$ cat config.mk
export PLATFORM = sky130hd
export DESIGN_NAME = heap_interval_guard_flat
export DESIGN_NICKNAME = d
export VERILOG_FILES = /design/src/rtl/heap_interval_guard_if.sv /design/src/rtl/heap_interval_guard.sv /design/src/flat_wrapper.sv
export SDC_FILE = /design/constraint.sdc
export NUM_CORES = 2
export LEC_CHECK = 0
export ABC_AREA = 1
export ABC_CLOCK_PERIOD_IN_PS = 5400
export BUFFER_PORTS_ARGS = -buffer_cell sky130_fd_sc_hd__buf_2
export CAP_MARGIN = 20
export CORE_MARGIN = 2
export CORE_UTILIZATION = 38
export DETAILED_ROUTE_END_ITERATION = 16
export SETUP_SLACK_MARGIN = 0.3
export SLEW_MARGIN = 20
export SYNTH_ARGS = -nofsm -noshare
export SYNTH_HDL_FRONTEND = slang
export SYNTH_SLANG_ARGS = --single-unit
export TNS_END_PERCENT = 1
$ cat constraint.sdc
create_clock -name clk_i -period 5.4 [get_ports clk_i]
set_input_delay 0 -clock clk_i [delete_from_list [all_inputs] [get_ports clk_i]]
set_output_delay 0 -clock clk_i [all_outputs]
set_load 0.005 [all_outputs]
$ cat src/rtl/heap_interval_guard_if.sv
`default_nettype none
// +--------------------------------------------------------------------+
// | heap_interval_guard_if: issue/crash/debug bundle of the guard      |
// | Revision: 1.0                                                      |
// +--------------------------------------------------------------------+
interface heap_interval_guard_if #(
  parameter int ADDR_W    = 32,
  parameter int BUF_DEPTH = 8
);
  localparam int IDX_W = $clog2(BUF_DEPTH);

  logic              flush_i;
  logic              clr_buf_i;
  logic              valid_i;
  logic [1:0]        kind_i;
  logic [1:0]        size_i;
  logic [4:0]        rs1_i;
  logic [ADDR_W-1:0] addr_i;
  logic              en_check_i;
  logic              crash_o;
  logic              crash_seen_o;
  logic [IDX_W:0]    count_o;
  logic [IDX_W-1:0]  rd_idx_i;
  logic [ADDR_W-1:0] rd_first_o;
  logic [ADDR_W-1:0] rd_last_o;

  modport master (
    output flush_i, clr_buf_i, valid_i, kind_i, size_i, rs1_i, addr_i, en_check_i, rd_idx_i,
    input  crash_o, crash_seen_o, count_o, rd_first_o, rd_last_o
  );

  modport slave (
    input  flush_i, clr_buf_i, valid_i, kind_i, size_i, rs1_i, addr_i, en_check_i, rd_idx_i,
    output crash_o, crash_seen_o, count_o, rd_first_o, rd_last_o
  );
endinterface
`default_nettype wire

$ cat src/rtl/heap_interval_guard.sv
`default_nettype none
// +--------------------------------------------------------------------+
// | heap_interval_guard: store-run tracking, range buffer, jump kill   |
// | Revision: 1.0                                                      |
// +--------------------------------------------------------------------+
module heap_interval_guard #(
  parameter int NR_TRACKERS = 2,
  parameter int BUF_DEPTH   = 8,
  parameter int ADDR_W      = 32,
  parameter int TIMEOUT     = 10,
  parameter int MIN_LEN     = 32
) (
  input logic                  clk_i,
  input logic                  rst_ni,
  heap_interval_guard_if.slave bus
);
  localparam int                IDX_W     = $clog2(BUF_DEPTH);
  localparam int                CNT_W     = IDX_W + 1;
  localparam logic [1:0]        KIND_LOAD = 2'd1;
  localparam logic [1:0]        KIND_ST   = 2'd2;
  localparam logic [1:0]        KIND_JUMP = 2'd3;
  localparam logic [4:0]        SP_REG    = 5'd2;
  localparam logic [3:0]        TMR_INIT  = 4'(TIMEOUT);
  localparam logic [ADDR_W-1:0] MIN_LEN_V = ADDR_W'(MIN_LEN);
  localparam logic [CNT_W-1:0]  CNT_FULL  = CNT_W'(BUF_DEPTH);

  logic [NR_TRACKERS-1:0] act_q, act_d;
  logic [ADDR_W-1:0]      first_q [NR_TRACKERS];
  logic [ADDR_W-1:0]      first_d [NR_TRACKERS];
  logic [ADDR_W-1:0]      last_q  [NR_TRACKERS];
  logic [ADDR_W-1:0]      last_d  [NR_TRACKERS];
  logic [3:0]             tmr_q   [NR_TRACKERS];
  logic [3:0]             tmr_d   [NR_TRACKERS];

  logic [ADDR_W-1:0]      bfirst_q [BUF_DEPTH];
  logic [ADDR_W-1:0]      blast_q  [BUF_DEPTH];
  logic [IDX_W-1:0]       wr_ptr_q;
  logic [CNT_W-1:0]       count_q;

  logic flag_q, flag_d, crash_q, crash_d, seen_q;

  logic                   is_store, hit, ext_hit, alloc_hit, ev_any;
  logic [ADDR_W:0]        step;
  logic [NR_TRACKERS-1:0] ev_sel;
  logic [3:0]             ev_tmr;
  logic                   commit;
  logic [ADDR_W-1:0]      cm_first, cm_last;

  always_comb begin
    act_d     = act_q;
    first_d   = first_q;
    last_d    = last_q;
    tmr_d     = tmr_q;
    flag_d    = flag_q;
    crash_d   = 1'b0;
    commit    = 1'b0;
    cm_first  = '0;
    cm_last   = '0;
    hit       = 1'b0;
    ext_hit   = 1'b0;
    alloc_hit = 1'b0;
    ev_any    = 1'b0;
    ev_sel    = '0;
    ev_tmr    = '0;
    is_store  = (bus.kind_i == KIND_ST) && (bus.rs1_i != SP_REG);
    step      = {{ADDR_W{1'b0}}, 1'b1} << bus.size_i;

    // Load hit is judged against the state before this cycle's update
    for (int i = 0; i < BUF_DEPTH; i++)
      if (CNT_W'(i) < count_q && bus.addr_i >= bfirst_q[i] && bus.addr_i <= blast_q[i])
        hit = 1'b1;
    for (int t = 0; t < NR_TRACKERS; t++)
      if (act_q[t] && bus.addr_i >= first_q[t] && bus.addr_i <= last_q[t])
        hit = 1'b1;

    for (int t = 0; t < NR_TRACKERS; t++)
      if (!ev_any || tmr_q[t] < ev_tmr) begin
        ev_any    = 1'b1;
        ev_tmr    = tmr_q[t];
        ev_sel    = '0;
        ev_sel[t] = 1'b1;
      end

    if (bus.flush_i) begin
      act_d  = '0;
      flag_d = 1'b0;
      for (int t = 0; t < NR_TRACKERS; t++) tmr_d[t] = '0;
    end else if (bus.valid_i) begin
      if (is_store) begin
        for (int t = 0; t < NR_TRACKERS; t++)
          if (!ext_hit && act_q[t] && ({1'b0, last_q[t]} + step == {1'b0, bus.addr_i})) begin
            ext_hit   = 1'b1;
            last_d[t] = bus.addr_i;
            tmr_d[t]  = TMR_INIT;
          end
        for (int t = 0; t < NR_TRACKERS; t++)
          if (!ext_hit && !alloc_hit && !act_q[t]) begin
            alloc_hit  = 1'b1;
            act_d[t]   = 1'b1;
            first_d[t] = bus.addr_i;
            last_d[t]  = bus.addr_i;
            tmr_d[t]   = TMR_INIT;
          end
        for (int t = 0; t < NR_TRACKERS; t++)
          if (!ext_hit && !alloc_hit && ev_sel[t]) begin
            commit     = (last_q[t] - first_q[t]) >= MIN_LEN_V;
            cm_first   = first_q[t];
            cm_last    = last_q[t];
            first_d[t] = bus.addr_i;
            last_d[t]  = bus.addr_i;
            tmr_d[t]   = TMR_INIT;
          end
      end else begin
        // Short runs retire freely; long ones queue for the single commit slot
        for (int t = 0; t < NR_TRACKERS; t++)
          if (act_q[t]) begin
            if (tmr_q[t] != 4'd0) begin
              tmr_d[t] = tmr_q[t] - 4'd1;
            end else if ((last_q[t] - first_q[t]) < MIN_LEN_V) begin
              act_d[t] = 1'b0;
            end else if (!commit) begin
              act_d[t] = 1'b0;
              commit   = 1'b1;
              cm_first = first_q[t];
              cm_last  = last_q[t];
            end
          end
        if (bus.kind_i == KIND_LOAD) flag_d = hit;
        if (bus.kind_i == KIND_JUMP) crash_d = flag_q && bus.en_check_i;
      end
    end
  end

  always_ff @(posedge clk_i) begin
    if (!rst_ni) begin
      act_q <= '0;
      for (int t = 0; t < NR_TRACKERS; t++) begin
        first_q[t] <= '0;
        last_q[t]  <= '0;
        tmr_q[t]   <= '0;
      end
      for (int i = 0; i < BUF_DEPTH; i++) begin
        bfirst_q[i] <= '0;
        blast_q[i]  <= '0;
      end
      wr_ptr_q <= '0;
      count_q  <= '0;
      flag_q   <= 1'b0;
      crash_q  <= 1'b0;
      seen_q   <= 1'b0;
    end else begin
      act_q   <= act_d;
      first_q <= first_d;
      last_q  <= last_d;
      tmr_q   <= tmr_d;
      flag_q  <= flag_d;
      crash_q <= crash_d;
      seen_q  <= seen_q | crash_d;
      if (bus.clr_buf_i) begin
        wr_ptr_q <= '0;
        count_q  <= '0;
      end else if (commit) begin
        bfirst_q[wr_ptr_q] <= cm_first;
        blast_q[wr_ptr_q]  <= cm_last;
        wr_ptr_q           <= wr_ptr_q + 1'b1;
        if (count_q != CNT_FULL) count_q <= count_q + 1'b1;
      end
    end
  end

  assign bus.crash_o      = crash_q;
  assign bus.crash_seen_o = seen_q;
  assign bus.count_o      = count_q;
  assign bus.rd_first_o   = bfirst_q[bus.rd_idx_i];
  assign bus.rd_last_o    = blast_q[bus.rd_idx_i];

endmodule
`default_nettype wire
$ cat src/flat_wrapper.sv
// flat-port wrapper written by rule: the top's interface ports become plain ports
module heap_interval_guard_flat 
#(
  parameter int NR_TRACKERS = 2,
  parameter int BUF_DEPTH   = 8,
  parameter int ADDR_W      = 32,
  parameter int TIMEOUT     = 10,
  parameter int MIN_LEN     = 32
)
  (clk_i, rst_ni, bus_flush_i, bus_clr_buf_i, bus_valid_i, bus_kind_i, bus_size_i, bus_rs1_i, bus_addr_i, bus_en_check_i, bus_rd_idx_i, bus_crash_o, bus_crash_seen_o, bus_count_o, bus_rd_first_o, bus_rd_last_o);
  heap_interval_guard_if #(.ADDR_W(ADDR_W), .BUF_DEPTH(BUF_DEPTH)) bus_i ();
  input logic clk_i;
  input logic rst_ni;
  input wire logic [$bits(bus_i.flush_i)-1:0] bus_flush_i;
  input wire logic [$bits(bus_i.clr_buf_i)-1:0] bus_clr_buf_i;
  input wire logic [$bits(bus_i.valid_i)-1:0] bus_valid_i;
  input wire logic [$bits(bus_i.kind_i)-1:0] bus_kind_i;
  input wire logic [$bits(bus_i.size_i)-1:0] bus_size_i;
  input wire logic [$bits(bus_i.rs1_i)-1:0] bus_rs1_i;
  input wire logic [$bits(bus_i.addr_i)-1:0] bus_addr_i;
  input wire logic [$bits(bus_i.en_check_i)-1:0] bus_en_check_i;
  input wire logic [$bits(bus_i.rd_idx_i)-1:0] bus_rd_idx_i;
  output wire logic [$bits(bus_i.crash_o)-1:0] bus_crash_o;
  output wire logic [$bits(bus_i.crash_seen_o)-1:0] bus_crash_seen_o;
  output wire logic [$bits(bus_i.count_o)-1:0] bus_count_o;
  output wire logic [$bits(bus_i.rd_first_o)-1:0] bus_rd_first_o;
  output wire logic [$bits(bus_i.rd_last_o)-1:0] bus_rd_last_o;
  assign bus_i.flush_i = bus_flush_i;
  assign bus_i.clr_buf_i = bus_clr_buf_i;
  assign bus_i.valid_i = bus_valid_i;
  assign bus_i.kind_i = bus_kind_i;
  assign bus_i.size_i = bus_size_i;
  assign bus_i.rs1_i = bus_rs1_i;
  assign bus_i.addr_i = bus_addr_i;
  assign bus_i.en_check_i = bus_en_check_i;
  assign bus_i.rd_idx_i = bus_rd_idx_i;
  assign bus_crash_o = bus_i.crash_o;
  assign bus_crash_seen_o = bus_i.crash_seen_o;
  assign bus_count_o = bus_i.count_o;
  assign bus_rd_first_o = bus_i.rd_first_o;
  assign bus_rd_last_o = bus_i.rd_last_o;
  heap_interval_guard #(.NR_TRACKERS(NR_TRACKERS), .BUF_DEPTH(BUF_DEPTH), .ADDR_W(ADDR_W), .TIMEOUT(TIMEOUT), .MIN_LEN(MIN_LEN)) u_core (.clk_i(clk_i), .rst_ni(rst_ni), .bus(bus_i));
endmodule
; Word-level counts from Yosys, hierarchy flattened
; Memories as Yosys holds them, arrays and structs flattened.
; Cells that the tools add are included.
[totals]
inputBits = 50
regBits = 148
ram_bits = 512
memories = 2
word_cells = 243
output_inout_bits = 70
[classes]
n_eq_ne = 11
shifts = 1
mux = 110
n_addsub = 8
n_lt_le_gt_ge = 33
bitwise_logic = 4
reduce_logical = 61
[mem_list]
columns = memory, depth, width, rd, rd_ports_with_merged_regs, wr, line
row1 = u_core.bfirst_q, 8, 32, 9, 0, 8, heap_interval_guard.sv:35  ; logic [ADDR_W-1:0] bfirst_q [BUF_DEPTH];
row2 = u_core.blast_q, 8, 32, 9, 0, 8, heap_interval_guard.sv:36  ; logic [ADDR_W-1:0] blast_q [BUF_DEPTH];
[op_table]
columns = op, count
row1 = 2-to-1 mux 32 bit, 36
row2 = >= comparator 32 bit, 10
row3 = less-or-equal comparator 32 bit, 10
row4 = adder 32 x 33 -> 33 bit, 2
row5 = equality test 33 x 32 -> 1 bit, 2
row6 = >= comparator 32 x 6 -> 1 bit (second input constant), 2
row7 = < comparator 32 x 6 -> 1 bit (second input constant), 2
row8 = OR reduction 32 bit, 2
row9 = subtractor 32 bit, 2
row10 = 2-to-1 mux 1 bit, 59
row11 = 2-to-1 mux 4 bit, 10
row12 = << shifter 1 x 2 -> 33 bit (first input constant), 1
row13 = logical AND 1 bit, 31
row14 = AND reduction 4 bit, 6
row15 = < comparator 3 x 4 -> 1 bit (first input constant), 4
row16 = != test 4 bit (second input constant), 3
row17 = nonzero test 2 bit, 6
row18 = < comparator 1 x 4 -> 1 bit (first input constant), 2
row19 = < comparator 2 x 4 -> 1 bit (first input constant), 2
row20 = 2-to-1 mux 8 bit, 1
row21 = nonzero test 4 bit, 2
row22 = subtractor 4 x 1 -> 4 bit (second input constant), 2
row23 = zero test 1 bit, 6
row24 = 2-to-1 mux 3 bit, 2
row25 = other kinds (14), 23

; Longest topological paths before layout
[logic_depth]
ltp_word = 42
ltp_mapped = 32
ltp_nobuf = 30

; Worst setup path before layout
; OpenSTA, ideal clock, no wires.
[synth_path]
path_kind = flip-flop to flip-flop
from = reg u_core.last_q[32] in the netlist's numbering
to = mem u_core.bfirst_q[4][0] (enable)
slack_ns = 0.484
arrival_ns = 4.492
t_required_ns = 4.976
path_buffers = 3
setup_time_ns = 0.424
period_less_slack_ns = 4.916
stages_incl_launch_ff = 27
cell_sequence = dfxtp_1 > inv_1 > ha_1 > fa_1 > inv_1 > nand3_1 > nand2_1 > inv_1 > o21ai_1 > nand2_1 > nand2_1 > nand3_1 > nand2_1 > xor2_1 > nor2_1 > nand2_1 > nor2_1 > nand3_1 > nand3_2 > o31ai_1 > nand2_1 > nand2_4 > buf_6 > nand3_2 > buf_6 > buf_6 > nand2_1
[synth_lines]
columns = element, line
row1 = start: declaration, heap_interval_guard.sv:30  ; logic [ADDR_W-1:0] last_q [NR_TRACKERS];
row2 = start signal: assignment, heap_interval_guard.sv:154  ; last_q <= last_d;
row3 = end: declaration, heap_interval_guard.sv:35

==> run_results.csv <==
group,metric,value,unit
placed_design,dp.cells,8678,
min_path,whs_endpoint,"u_core.first_q[57]",
layout,layoutNonFillerInstCount,8858,
status,status,"finished, final reports clean",
power_and_ir_drop,p_leak,25.5,nW
run,drv_cap,0,
yosys,yosysMostFrequentCell,"nand2_1",
setup_path,cp-end-kind,"register",
setup_path,r2r_slack,0.27,ns
routing,ant_nets,0,
timing,max_clock_freq,0.195,GHz
layout,nets,7768,
yosys,async_flop_share,0,
setup_path,worst_ep_arrival_time,5.52,ns
timing,fin_crit_sh,0.950,
min_path,hold_path_depth,4,
cts,cts_buffers,83,
placed_design,gp_congestion,1.05,
routing,wl_per_cell,23.9,microns
yosys,synth_seq_area_share,0.348,
yosys,ys_warn_count,0,
setup_path,r2r_cells,19,
placed_design,portBuffers,119,
timing,max_slew_margin,0.266,
yosys,synth_area_leaders,"edfxtp_1 29%, ha_1 17%, nand2_1 8.4%",
floorplanning,die_x,376,microns
floorplanning,die-area,142000,sq um
min_path,min_path_type,"in2reg",
floorplanning,rows,136,
yosys,synth_edf_count,512,
timing,worst_pin_slew,1.10,ns
yosys,ys_ff_latch,660,
routing,viasPerCell,5.68,
timing,setup_tns,0,ns
timing,slew_viol_final,0,
global_routing,grt_pass1_wl,309000,microns
floorplanning,pin_count,120,
setup_path,crit_fanout,27,
yosys,syn_area,52600,sq um
cts,clkTransAtPathRegs,0.06,ns
min_path,min_from,"bus_addr_i[25]",
yosys,synth.largest_area_cell,"edfxtp_1",
cts,cts_buffer_depth,3,
cts,cts_max_level,3,
floorplanning,initial_core_util,0.383,
timing,hold_ws,0.0491,ns
setup_path,crit_type,"reg2reg",
yosys,synth-main-ff-cell,"edfxtp_1",
setup_path,critPathLaunchType,"register",
routing,drtPass1Iterations,9,
timing,hold_viol,0,
timing,fin_skew,0.0356,ns
global_routing,track_usage,0.293,
global_routing,first_global_vias,47441,
global_routing,antenna_found_initial,4,
power_and_ir_drop,vdd_drop_max,227,uV
yosys,synthTopCellsByCount,"1,181 x nand2_1, 998 x inv_1, 871 x nor2_1, 717 x ha_1, 709 x a21oi_1",
timing,period_minus_slack,5.13,ns
timing,rsz0062_at_grt,"yes",
setup_path,worstPathRequired,5.79,ns
routing,drt-total-wl,212000,microns
routing,drcViolationCount,0,
layout,drive_gt1_frac,0.0646,
setup_path,timing.rr.end,"u_core.bfirst_q[1][17]",
global_routing,grt_overflow,0,
timing,setup_viol,0,
yosys,syn_area_per_cell,7.65,sq um
layout,syn2layout_area_growth,11.6,%
routing,drt-initial-drc-count,5156,
cts,root_buffer,"clkbuf_16",
floorplanning,die_y,376,microns
layout,diodes,0,
cts,clk_latency,0.70,ns
yosys,synth_cells,6880,
global_routing,grt_max_degree,182,
yosys,synth.distinct_cells,64,
power_and_ir_drop,power_density,242,nW/um^2
yosys,synth.top_cell.area_share,0.292,
floorplanning,core,137000,sq um
routing,vias,50277,
setup_path,timing.rr.start,"u_core.last_q[58]",
placed_design,dp_hpwl,159000,microns
cts,cts_tree,"built",
cts,cts_sinks,660,
yosys,syn_nets,7649,
[state kept, by name, summed over array words and instances, names as in the netlist]
| name | flops |
|---|---|
| u_core.bus.crash_o | 1 |
| u_core.bus.crash_seen_o | 1 |
| u_core.flag_q | 1 |
| u_core.wr_ptr_q | 3 |
| u_core.tmr_q | 8 |
| u_core.last_q | 64 |
| u_core.act_q | 2 |
| u_core.first_q | 64 |
| u_core.blast_q | 256 |
| u_core.bus.count_o | 4 |
| u_core.bfirst_q | 256 |
[worst max path at each step]
| stage | from | end | cells after the start |
|---|---|---|---|
| after floorplan | u_core.last_q[32] | u_core.bfirst_q[4][0] | 26 |
| after global placement | u_core.first_q[60] | u_core.blast_q[2][16] | 20 |
| after detailed placement | u_core.first_q[60] | u_core.blast_q[2][16] | 20 |
| after CTS | u_core.first_q[60] | u_core.blast_q[2][16] | 20 |
| after global routing | u_core.first_q[60] | u_core.bfirst_q[2][11] | 20 |
| final | u_core.last_q[58] | u_core.bfirst_q[1][17] | 19 |
[layout by cell type, fill, tap and decap left out, drive strengths merged, types with 5 or more instances in the layout]
cell type	synthesis	layout
nand3b	37	37
xor2	66	66
nor4	11	11
a21o	8	8
clkbuf	127	101
nand4	147	147
a221oi	65	65
o21a	13	13
inv	1012	1014
o2111ai	6	6
nor2	877	877
nand3	246	246
o22ai	39	39
a21oi	726	726
bufinv	0	6
ha	717	717
xnor2	23	23
o221ai	12	12
clkinv	4	42
dfxtp	148	148
buf	108	239
and3	5	5
o211ai	22	22
a21boi	9	9
nor3	82	82
and2	5	5
or2	9	9
dlygate4sd3	0	30
o31ai	13	13
o221a	7	7
edfxtp	512	512
a31oi	79	79
o21bai	10	10
o21ai	500	500
a211oi	25	25
nand2	1188	1188
[stage by stage]
| step | util | power [W] | area (sq um) | setup slack, ns |
|---|---|---|---|---|
| 6_report | 0.427 | 0.0142 | 58700 | 0.270 |
| 2_1_floorplan | - | 0.00746 | 52600 | 0.484 |
| 5_1_grt | 0.427 | 0.0147 | 58700 | 0.207 |
| 3_3_place_gp | 0.405 | 0.00849 | 55700 | 0.496 |
| 3_5_place_dp | 0.405 | 0.00853 | 55700 | 0.524 |
| 4_1_cts | 0.427 | 0.0142 | 58700 | 0.492 |
[area by class of cell]
class	count	area (sq um)
clock buffer	101	2300
clock inverter	49	423
fill	13841	78800
inverter	1016	3830
multi-input combinational	4969	29500
sequential	660	18300
tap	1794	2240
timing repair buffer	269	2100
[power by group]
part / switching [W] / internal (W) / total [W] / leakage (nW)
combinational: 0.00190 / 0.000880 / 0.00278 / 17.9
clock: 0.00240 / 0.00331 / 0.00570 / 1.34
sequential: 0.0000876 / 0.00563 / 0.00572 / 6.34
total: 0.00439 / 0.00982 / 0.0142 / 25.5
[logic make-up after synthesis]
family / Yosys count / synth area share
simple gates: 2613 / 0.208
compound gates: 1545 / 0.164
buf+inv: 1251 / 0.0929
fa+ha+maj: 719 / 0.171
flops: 660 / 0.348
xor+xnor: 92 / 0.0161
[timing repair]
action | CTS | global route
setup endpoints to repair | 0 | 199
hold buffers | 30 | 0
setup buffers | 0 | 0
resized for setup | 0 | 3
hold endpoints to repair | 75 | 0
[worst max-delay path, stage by stage (launching register included)]
cell and delay (ns):
dfxtp_1 0.60, ha_1 0.39, inv_1 0.15, o21bai_1 0.17
a21boi_0 0.56, o21ai_0 0.22, a21oi_1 0.16, nand2_1 0.08
xor2_1 0.23, nor2_1 0.07, nand2_1 0.08, nor2_1 0.05
nand3_1 0.08, nand3_2 0.13, o31ai_1 0.12, nand2_1 0.26
nand2_4 0.28, nand4_1 0.26, nand2_4 0.57, buf_4 0.33
[per-layer routing]
layer  share of wire  track usage
met5         0.00018            0
met3           0.080       0.0435
met4           0.050        0.134
met2            0.46        0.482
met1            0.41        0.379
Power figures use the tool's default switching activity.
